==> src/rtl/nor_bus_pkg.sv <==
// Shared types and defaults for the wired-NOR bus scheduler.
// Holds the FSM state encoding and the per-bit timing helper.
package nor_bus_pkg;

  typedef enum logic [2:0] {
    StIdle,
    StArb,
    StPre,
    StEval,
    StSamp,
    StDone
  } state_e;

  localparam int unsigned DefN       = 4;
  localparam int unsigned DefW       = 8;
  localparam int unsigned DefEvalCyc = 2;

  // Cycles spent per transferred bit: precharge + evaluate + sample.
  function automatic int unsigned bit_period(input int unsigned eval_cyc);
    return 2 + eval_cyc;
  endfunction

endpackage

==> src/rtl/nor_rr_arbiter.sv <==
// Combinational round-robin arbiter: first set req bit at or above pointer, with wrap.
module nor_rr_arbiter #(
  parameter int unsigned N    = 4,
  parameter int unsigned IdxW = 2
) (
  input  logic [N-1:0]    req,
  input  logic [IdxW-1:0] pointer,
  input  logic            enable,
  output logic [N-1:0]    grant,
  output logic [IdxW-1:0] index,
  output logic            valid
);

  int unsigned     cand;
  logic [IdxW-1:0] cidx;

  always_comb begin
    grant = '0;
    index = '0;
    valid = 1'b0;
    cand  = 0;
    cidx  = '0;
    for (int unsigned k = 0; k < N; k++) begin
      cand = (int'(pointer) + k) % N;
      cidx = IdxW'(cand);
      if (enable && !valid && req[cidx]) begin
        valid       = 1'b1;
        grant[cidx] = 1'b1;
        index       = cidx;
      end
    end
  end

endmodule

==> src/rtl/nor_bus_scheduler.sv <==
// Arbitrates N requesters onto a wired-NOR line and serialises the winner's word
// through precharge / evaluate / sample phases, MSB first.
module nor_bus_scheduler
  import nor_bus_pkg::*;
#(
  parameter int unsigned N        = DefN,
  parameter int unsigned W        = DefW,
  parameter int unsigned EVAL_CYC = DefEvalCyc
) (
  input  logic           clk,
  input  logic           rst,
  input  logic [N-1:0]   req,
  input  logic [N*W-1:0] req_data,
  output logic [N-1:0]   ack,
  output logic [N-1:0]   gnt,
  output logic [N-1:0]   gate,
  output logic           pchg,
  input  logic           bus_in,
  output logic           done,
  output logic [W-1:0]   rx_word,
  output logic           err
);

  localparam int unsigned PtrW = $clog2(N);
  localparam int unsigned IdxW = (W > 1) ? $clog2(W) : 1;

  state_e          state_q, state_d;
  logic [N-1:0]    gnt_q;
  logic [PtrW-1:0] ptr_q;
  logic [W-1:0]    tx_q, rx_q, rx_word_q;
  logic [IdxW-1:0] idx_q;
  logic [3:0]      ev_q;
  logic            err_q;

  logic [N-1:0]    arb_gnt;
  logic [PtrW-1:0] arb_idx;
  logic            arb_valid;
  logic            cur_bit, samp_bit;
  logic [W-1:0]    rx_next;

  nor_rr_arbiter #(
    .N    (N),
    .IdxW (PtrW)
  ) u_arb (
    .req     (req),
    .pointer (ptr_q),
    .enable  (state_q == StArb),
    .grant   (arb_gnt),
    .index   (arb_idx),
    .valid   (arb_valid)
  );

  assign cur_bit  = tx_q[W-1];
  // A pulled-low line reads back as a 1 bit.
  assign samp_bit = ~bus_in;
  assign rx_next  = (rx_q << 1) | W'(samp_bit);

  always_ff @(posedge clk) begin
    if (rst) state_q <= StIdle;
    else     state_q <= state_d;
  end

  always_comb begin
    state_d = state_q;
    unique case (state_q)
      StIdle:  if (|req) state_d = StArb;
      StArb:   state_d = arb_valid ? StPre : StIdle;
      StPre:   state_d = StEval;
      StEval:  if (ev_q == '0) state_d = StSamp;
      StSamp:  state_d = (idx_q == '0) ? StDone : StPre;
      StDone:  state_d = StIdle;
      default: state_d = StIdle;
    endcase
  end

  always_ff @(posedge clk) begin
    if (rst) begin
      gnt_q     <= '0;
      ptr_q     <= '0;
      tx_q      <= '0;
      rx_q      <= '0;
      rx_word_q <= '0;
      idx_q     <= '0;
      ev_q      <= '0;
      err_q     <= 1'b0;
    end else begin
      unique case (state_q)
        StArb: begin
          if (arb_valid) begin
            gnt_q <= arb_gnt;
            tx_q  <= req_data[arb_idx*W +: W];
            idx_q <= IdxW'(W - 1);
            err_q <= 1'b0;
            ptr_q <= (arb_idx == PtrW'(N - 1)) ? '0 : arb_idx + PtrW'(1);
          end
        end
        StPre:  ev_q <= 4'(EVAL_CYC - 1);
        StEval: if (ev_q != '0) ev_q <= ev_q - 4'd1;
        StSamp: begin
          rx_q <= rx_next;
          tx_q <= tx_q << 1;
          if (bus_in != ~cur_bit) err_q <= 1'b1;
          if (idx_q == '0) rx_word_q <= rx_next;
          else             idx_q     <= idx_q - IdxW'(1);
        end
        StDone:  gnt_q <= '0;
        default: ;
      endcase
    end
  end

  always_comb begin
    gate = '0;
    pchg = 1'b1;
    ack  = '0;
    done = 1'b0;
    unique case (state_q)
      StEval, StSamp: begin
        pchg = 1'b0;
        gate = cur_bit ? gnt_q : '0;
      end
      StDone: begin
        done = 1'b1;
        ack  = gnt_q;
      end
      default: ;
    endcase
  end

  assign gnt     = gnt_q;
  assign rx_word = rx_word_q;
  assign err     = err_q;

endmodule

==> config.mk <==
export PLATFORM = sky130hd
export DESIGN_NAME = nor_bus_scheduler
export DESIGN_NICKNAME = d
export VERILOG_FILES = /design/src/rtl/nor_bus_pkg.sv /design/src/rtl/nor_rr_arbiter.sv /design/src/rtl/nor_bus_scheduler.sv
export SDC_FILE = /design/constraint.sdc
export NUM_CORES = 1
export LEC_CHECK = 0
export BUFFER_PORTS_ARGS = -buffer_cell sky130_fd_sc_hd__buf_2
export CAP_MARGIN = 40
export CORE_MARGIN = 5
export CORE_UTILIZATION = 35
export DETAILED_ROUTE_END_ITERATION = 8
export GPL_ROUTABILITY_DRIVEN = 1
export MAX_ROUTING_LAYER = met4
export PLACE_DENSITY = 0.6
export SYNTH_ARGS = -nofsm -noshare
export SYNTH_HDL_FRONTEND = slang
export SYNTH_HIERARCHICAL = 1
export SYNTH_SLANG_ARGS = --single-unit
==> constraint.sdc <==
create_clock -name clk -period 8.5 [get_ports clk]
set_input_delay 1.275 -clock clk [delete_from_list [all_inputs] [get_ports clk]]
set_output_delay 1.275 -clock clk [all_outputs]
set_load 0.05 [all_outputs]
==> metrics.md, run 1 <==
| Metric | Value |
|---|---|
| Post-synth EDFFs | `0` |
| 1st-iter DRT viols | `~110` |
| Cells after Synth | `approximately 280` |
| Setup tns final | `0 ps` |
| # hold bufs at CTS | `0` |
| Ant. Diodes | `0` |
| Layout area overhead | `17.1%` |
| CP endpoint kind | `register` |
| Slew of the pin with the lowest slew margin | `~850 ps` |
| Syn_nets | `~330` |
| Slew Viols, Final | `0` |
| DRT Pass-1 Iters | `4` |
| Die W | `approximately 95 um` |
| Switching portion of total power | `a little over a quarter` |
| Worst Path Arrival | `roughly 4100 ps` |
| Flop-to-flop setup slack | `approximately 4600 ps` |
| Die area | `8960 um2` |
| Largest net degree at the start of global routing | `between 40 and 50` |
| Req. time, crit path | `approximately 8700 ps` |
| Cell variety after synth | `51` |
| FF+latch area | `between 800 and 900 um2` |
| Die H | `approximately 95 um` |
| Ys async rst share | `0%` |
| #FFs+latches synth | `40` |
| Worst setup startpoint | `ptr_q[0]` |
| Num CTS Buffers | `5` |
| Primary FF master, synth | `dfxtp_1` |
| Clk sinks | `40` |
| Internal power | `roughly 0.00032 W` |
| Clock-pin transition on the worst setup and hold timing paths | `about 90 ps` |
| Clock tree from TritonCTS | `built` |
| Area of the multi-input gates | `between 1500 and 2000 um2` |
| Most common cell after layout, fill and taps aside | `buf_2` |
| Leakage | `around 1.1 nW` |
| Sequential fraction of the synthesis area | `between 30% and 40%` |
| Final hold viol count | `0` |
| CTS root buffer | `clkbuf_8` |
| Final setup viols | `0` |
| Max_cap viols | `0` |
| Row cnt | `30` |
| Setup Buffers After CTS | `0` |
| Switching pwr | `about 0.00012 W` |
| HPWL Detailed | `between 4000 and 5000 um` |
| CP Class | `register to register` |
| Routed WL | `5810 um` |
| Most frequent cells in the layout | `buf_2, nand2_1, dfxtp_1` |
| Final Instance Area | `~2900 um2` |
| Vias post-DR | `around 2.2k` |
| Initial antenna violation count | `0` |
| Clk pwr share | `36.5%` |
| Layout cells sized above 1 | `~30%` |
| Synth Warn # | `6` |
| GRT overflow | `0` |
| Crit Reg-Reg Startpoint | `ptr_q[0]` |
| Startpoint types | `register` |
| Htree depth | `2` |
| Post-synth design cell area | `roughly 2500 um2` |
| VDD IR max | `~0.059 mV` |
| Final GP Congestion | `a little under 0.8` |
| Outcome | `finished clean` |
| Tcrit/Tclk final | `between 40% and 50%` |
| Worst skew pair latency | `about 290 ps` |
| End of the worst register-to-register path | `tx_q[3]` |
| Hold WC Path Type | `register to register` |
| Gr usage total | `a little over an eighth` |
| PwrDens | `between 100 and 150 nW/um2` |
| Worst Hold Depth | `2` |
| Fin nets | `378` |
| Vias in the first global route | `2037` |
| Cts repair resizes | `0` |
| Starting Density | `between 30% and 40%` |
| Area after DPL | `around 2800 um2` |
| Clock buffer depth | `2` |
| Min Tclk post-route | `slightly below 4000 ps` |
| FF-to-FF path depth | `10` |
| First-pass GRT wire length | `between 9000 and 10000 um` |
| Seq pwr share | `~46%` |
| FMAX | `between 200 and 300 MHz` |
| Drt drc | `0` |
| Wirelength per Cell | `~14 um` |
| RSZ-0062 raised after global routing | `no` |
| Slew margin rel. | `43.1%` |
| IO Port Bufs | `61` |
| Logic pwr share | `between 15 and 20%` |
| Filler instances | `about 700` |
| Critical Path Sink | `tx_q[3]` |
| Clock skew | `between 6 and 7 ps` |
| Hold Startpoint | `rx_word[1]` |
| Vias per cell | `roughly 5.2` |
| # IOs | `62` |
| CORE AREA | `6870 um2` |
| CP Max Fanout | `21` |
| Syn avg cell area | `~9.1 um2` |
| Final ANT Viol Nets | `0` |
| Hold_ws | `452 ps` |
[registers in the layout, indices dropped and copies added (netlist names)]
register and cells:
tx_q 8, rx_q 7, err 1, ev_q 4, idx_q 3, rx_word 8, state_q 3, ptr_q 2
gnt 4
[cell type report]
type	count	share of cell area, %
multi-input cells	209	53.0
flip-flops and latches	40	27.2
repair buffers	62	10.6
well taps	96	4.09
clock buffers	5	2.34
clock inverters	3	1.58
inverters	9	1.15
[power by group through the flow]
stage / Combinational [W] / Clock [W] / Sequential (W)
2_1_floorplan: 0.0000640 / 0 / 0.000200
3_3_place_gp: 0.0000781 / 0 / 0.000204
3_5_place_dp: 0.0000797 / 0 / 0.000204
4_1_cts: 0.0000800 / 0.000164 / 0.000200
5_1_grt: 0.0000883 / 0.000172 / 0.000201
6_report: 0.0000790 / 0.000160 / 0.000200
[stage by stage]
step                worst slack [ps]  cells  utilization [%]  power, W
CTS                             4480    424             42.8  0.000443
floorplan                       4890    277                -  0.000264
global placement                4200    415             41.0  0.000282
global route                    4220    424             42.8  0.000461
finish                          4550    424             42.8  0.000439
detailed placement              4470    416             41.1  0.000284
[per-layer routing]
layer | GRT usage [%] | routed length, um | vias up
li1 | - | - | 1103
met1 | 17.5 | 2800 | 1041
met2 | 21.8 | 2720 | 53
met3 | 2.07 | 252 | 4
met4 | 2.88 | 38 | 0
met5 | - | 0 | -
[synth_stat cells (all sizes together), types with 2 or more instances]
| library cell | count | area share, % |
|---|---|---|
| dfxtp | 40 | 32 |
| nand2 | 40 | 6.0 |
| a21oi | 29 | 5.8 |
| nor2 | 21 | 4.0 |
| a22oi | 15 | 4.5 |
| buf | 15 | 4.1 |
| ha | 12 | 6.0 |
| mux4 | 11 | 9.9 |
| and2 | 10 | 2.6 |
| inv | 9 | 1.3 |
| a211oi | 7 | 2.9 |
| nor2b | 7 | 2.3 |
| nor3 | 6 | 1.2 |
| mux2i | 5 | 2.0 |
| a221o | 4 | 1.6 |
| clkbuf | 4 | 0.60 |
| nand3b | 4 | 1.2 |
| o21ai | 4 | 0.80 |
| mux2 | 3 | 1.3 |
| nand3 | 3 | 0.60 |
| nor3b | 3 | 1.3 |
| o211ai | 3 | 0.90 |
| nand2b | 2 | 0.50 |
| nor4 | 2 | 0.50 |
| o31ai | 2 | 0.60 |
[logic make-up (layout without fill, tap and decap cells)]
| family | Yosys count | after routing | synth area share (%) |
|---|---|---|---|
| AO/OA/AOI/OAI | 72 | 72 | 19.5 |
| XOR/XNOR | 1 | 1 | 0.349 |
| adder cells (fa/ha/maj) | 12 | 12 | 5.98 |
| buffers and inverters | 28 | 79 | 6.08 |
| flip-flops | 40 | 40 | 31.9 |
| multiplexers | 19 | 19 | 13.2 |
| AND/OR/NAND/NOR | 105 | 105 | 22.9 |
[worst min path at each step]
stage,end
after global routing,rx_word[1]
after CTS,rx_word[1]
after detailed placement,rx_word[1]
final,rx_word[1]
after global placement,rx_word[5]
after floorplan,rx_word[7]
[worst max-delay path: stages (launching register included)]
cell     delay (ps)
dfxtp_1         820
inv_1           240
ha_1            490
mux4_2          390
nor2b_4         180
or2_1           250
o21ai_1         400
buf_4           270
mux4_2          500
a22oi_1         180
a21oi_1          90
Note: power is estimated with default switching activity, not from simulation.
==> run 2: changes to the inputs <==
--- a/config.mk
+++ b/config.mk
@@ -12,7 +12,7 @@
 export DETAILED_ROUTE_END_ITERATION = 8
 export GPL_ROUTABILITY_DRIVEN = 1
 export MAX_ROUTING_LAYER = met4
-export PLACE_DENSITY = 0.6
+export PLACE_DENSITY = 0.62
 export SYNTH_ARGS = -nofsm -noshare
 export SYNTH_HDL_FRONTEND = slang
 export SYNTH_HIERARCHICAL = 1
==> constraint.sdc (replaced) <==
create_clock -name clk -period 3.2 [get_ports clk]
set_input_delay 0.48 -clock clk [delete_from_list [all_inputs] [get_ports clk]]
set_output_delay 0.48 -clock clk [all_outputs]
set_load 0.05 [all_outputs]
==> metrics.md, run 2 (synthesis results as in run 1) <==
| Metric | Value |
|---|---|
| Slew margin rel. | `a little under half` |
| Switching pwr | `about 0.00032 W` |
| Setup tns final | `0 ps` |
| Drt drc | `0` |
| Slew of the pin with the lowest slew margin | `slightly below 800 ps` |
| Seq pwr share | `between 40 and 50%` |
| Fin nets | `approximately 380` |
| Most frequent cells in the layout | `buf_2, nand2_1, dfxtp_1` |
| Area after DPL | `between 2000 and 3000 um2` |
| First-pass GRT wire length | `9840 um` |
| Clock buffer depth | `2` |
| Die area | `around 9000 um2` |
| Num CTS Buffers | `5` |
| Top Layer Used | `met4` |
| Final WS setup | `256 ps` |
| Final Instance Area | `2990 um2` |
| CP Max Fanout | `10` |
| Vias in the first global route | `2121` |
| Die H | `roughly 95 um` |
| Vias post-DR | `2208` |
| Clock-pin transition on the worst setup and hold timing paths | `around 80 ps` |
| CTS root buffer | `clkbuf_8` |
| Leakage | `~1.1 nW` |
| Tot Pwr | `between 0.001 and 0.0015 W` |
| Min Tclk post-route | `around 3000 ps` |
| CORE AREA | `slightly below 7000 um2` |
| Metal3 WL | `between 200 and 300 um` |
| Worst skew pair latency | `just under 300 ps` |
| PwrDens | `between 300 and 400 nW/um2` |
| Htree depth | `2` |
| Clock skew | `6.88 ps` |
| Largest net degree at the start of global routing | `42` |
| Die W | `94.7 um` |
| Final setup viols | `0` |
| Final hold viol count | `0` |
| Row cnt | `30` |
| Vias per cell | `5.13` |
| GRT overflow | `0` |
| DRT Pass-1 Iters | `4` |
| Final GP Congestion | `0.879` |
| Startpoint types | `register` |
| CP endpoint kind | `register` |
| Initial antenna violation count | `0` |
| Clk sinks | `40` |
| Outcome | `finished clean` |
| Final Instance Count excl. Fillers | `430` |
| Starting Density | `36.5%` |
| Most common cell after layout, fill and taps aside | `buf_2` |
| Internal power | `between 0.0008 and 0.0009 W` |
| Layout cells sized above 1 | `a little under a third` |
| Tcrit/Tclk final | `slightly above 90%` |
| Routed WL | `approximately 5900 um` |
| 1st-iter DRT viols | `73` |
| IO Port Bufs | `61` |
| Placed insts | `422` |
| RSZ-0062 raised after global routing | `no` |
| Clk pwr share | `a little over a third` |
| HPWL Detailed | `about 4300 um` |
| FMAX | `between 300 and 400 MHz` |
| Max_cap viols | `0` |
| Metal1 wirelength | `roughly 2800 um` |
| Pre-CTS WS | `approximately 250 ps` |
| Worst Path Arrival | `just over 3000 ps` |
| Slew Viols, Final | `0` |
| CP Class | `register to register` |
| Met2 wire len | `around 2800 um` |
| # IOs | `62` |
| Final ANT Viol Nets | `0` |
| Clock tree from TritonCTS | `built` |
| Hold WC Path Type | `input port to register` |
| Req. time, crit path | `approximately 3300 ps` |
| # hold bufs at CTS | `0` |
| Wirelength per Cell | `13.7 um` |
| Switching portion of total power | `27.2%` |
| Ant. Diodes | `0` |
| Gr usage total | `13.9%` |
| Logic pwr share | `about 20%` |
| VDD IR max | `~0.20 mV` |
| Layout area overhead | `19.0%` |
==> run 2: metal layers <==
layer | up-vias | global-route usage (%)
met5 | - | -
met4 | 0 | 3.73
met3 | 7 | 2.87
met2 | 62 | 22.1
met1 | 1029 | 18.0
li1 | 1110 | -
==> run 2: final timing paths <==
check	from	to	slack, ps	cells past startpoint
min reg2reg	rx_word[6]	rx_word[6]	460	2
min	bus_in	rx_word[0]	430	2
max	ptr_q[1]	tx_q[3]	260	10
max reg2reg	ptr_q[1]	tx_q[3]	260	10
==> run 2: final cells by class <==
| cell class | count | area [um2] |
|---|---|---|
| multi-input cells | 209 | 1560 |
| fillers | 682 | 3880 |
| flip-flops and latches | 40 | 801 |
| clock buffers | 5 | 68.8 |
| well taps | 96 | 120 |
| clock inverters | 3 | 46.3 |
| inverters | 9 | 33.8 |
| repair buffers | 68 | 358 |
==> run 2: timing repair <==
action,CTS,global route
setup buffers,0,0
endpoints found under the setup margin,0,2
resized for setup,0,1
endpoints found under the hold margin,0,0
==> run 2: per-stage QoR <==
step           hold WS, ps  utilization (%)
3_5_place_dp           445             41.8
6_report               429             43.5
3_3_place_gp           442             41.8
5_1_grt                436             43.5
4_1_cts                419             43.4
2_1_floorplan          432                -
==> run 2: power by group through the flow <==
stage / Clock, W / Sequential, W / Combinational, W
2_1_floorplan: 0 / 0.000532 / 0.000171
6_report: 0.000424 / 0.000520 / 0.000229
5_1_grt: 0.000456 / 0.000522 / 0.000252
3_5_place_dp: 0 / 0.000532 / 0.000227
3_3_place_gp: 0 / 0.000532 / 0.000226
4_1_cts: 0.000437 / 0.000520 / 0.000229
==> run 2: critical path: stages (launching register included) <==
cell and delay [ps]:
dfxtp_1 330, inv_1 120, ha_2 430, mux4_2 360, nor2b_4 180, or2_1 240, o21ai_1 120, buf_4 230
mux4_2 520, a22oi_1 170, a21oi_1 90
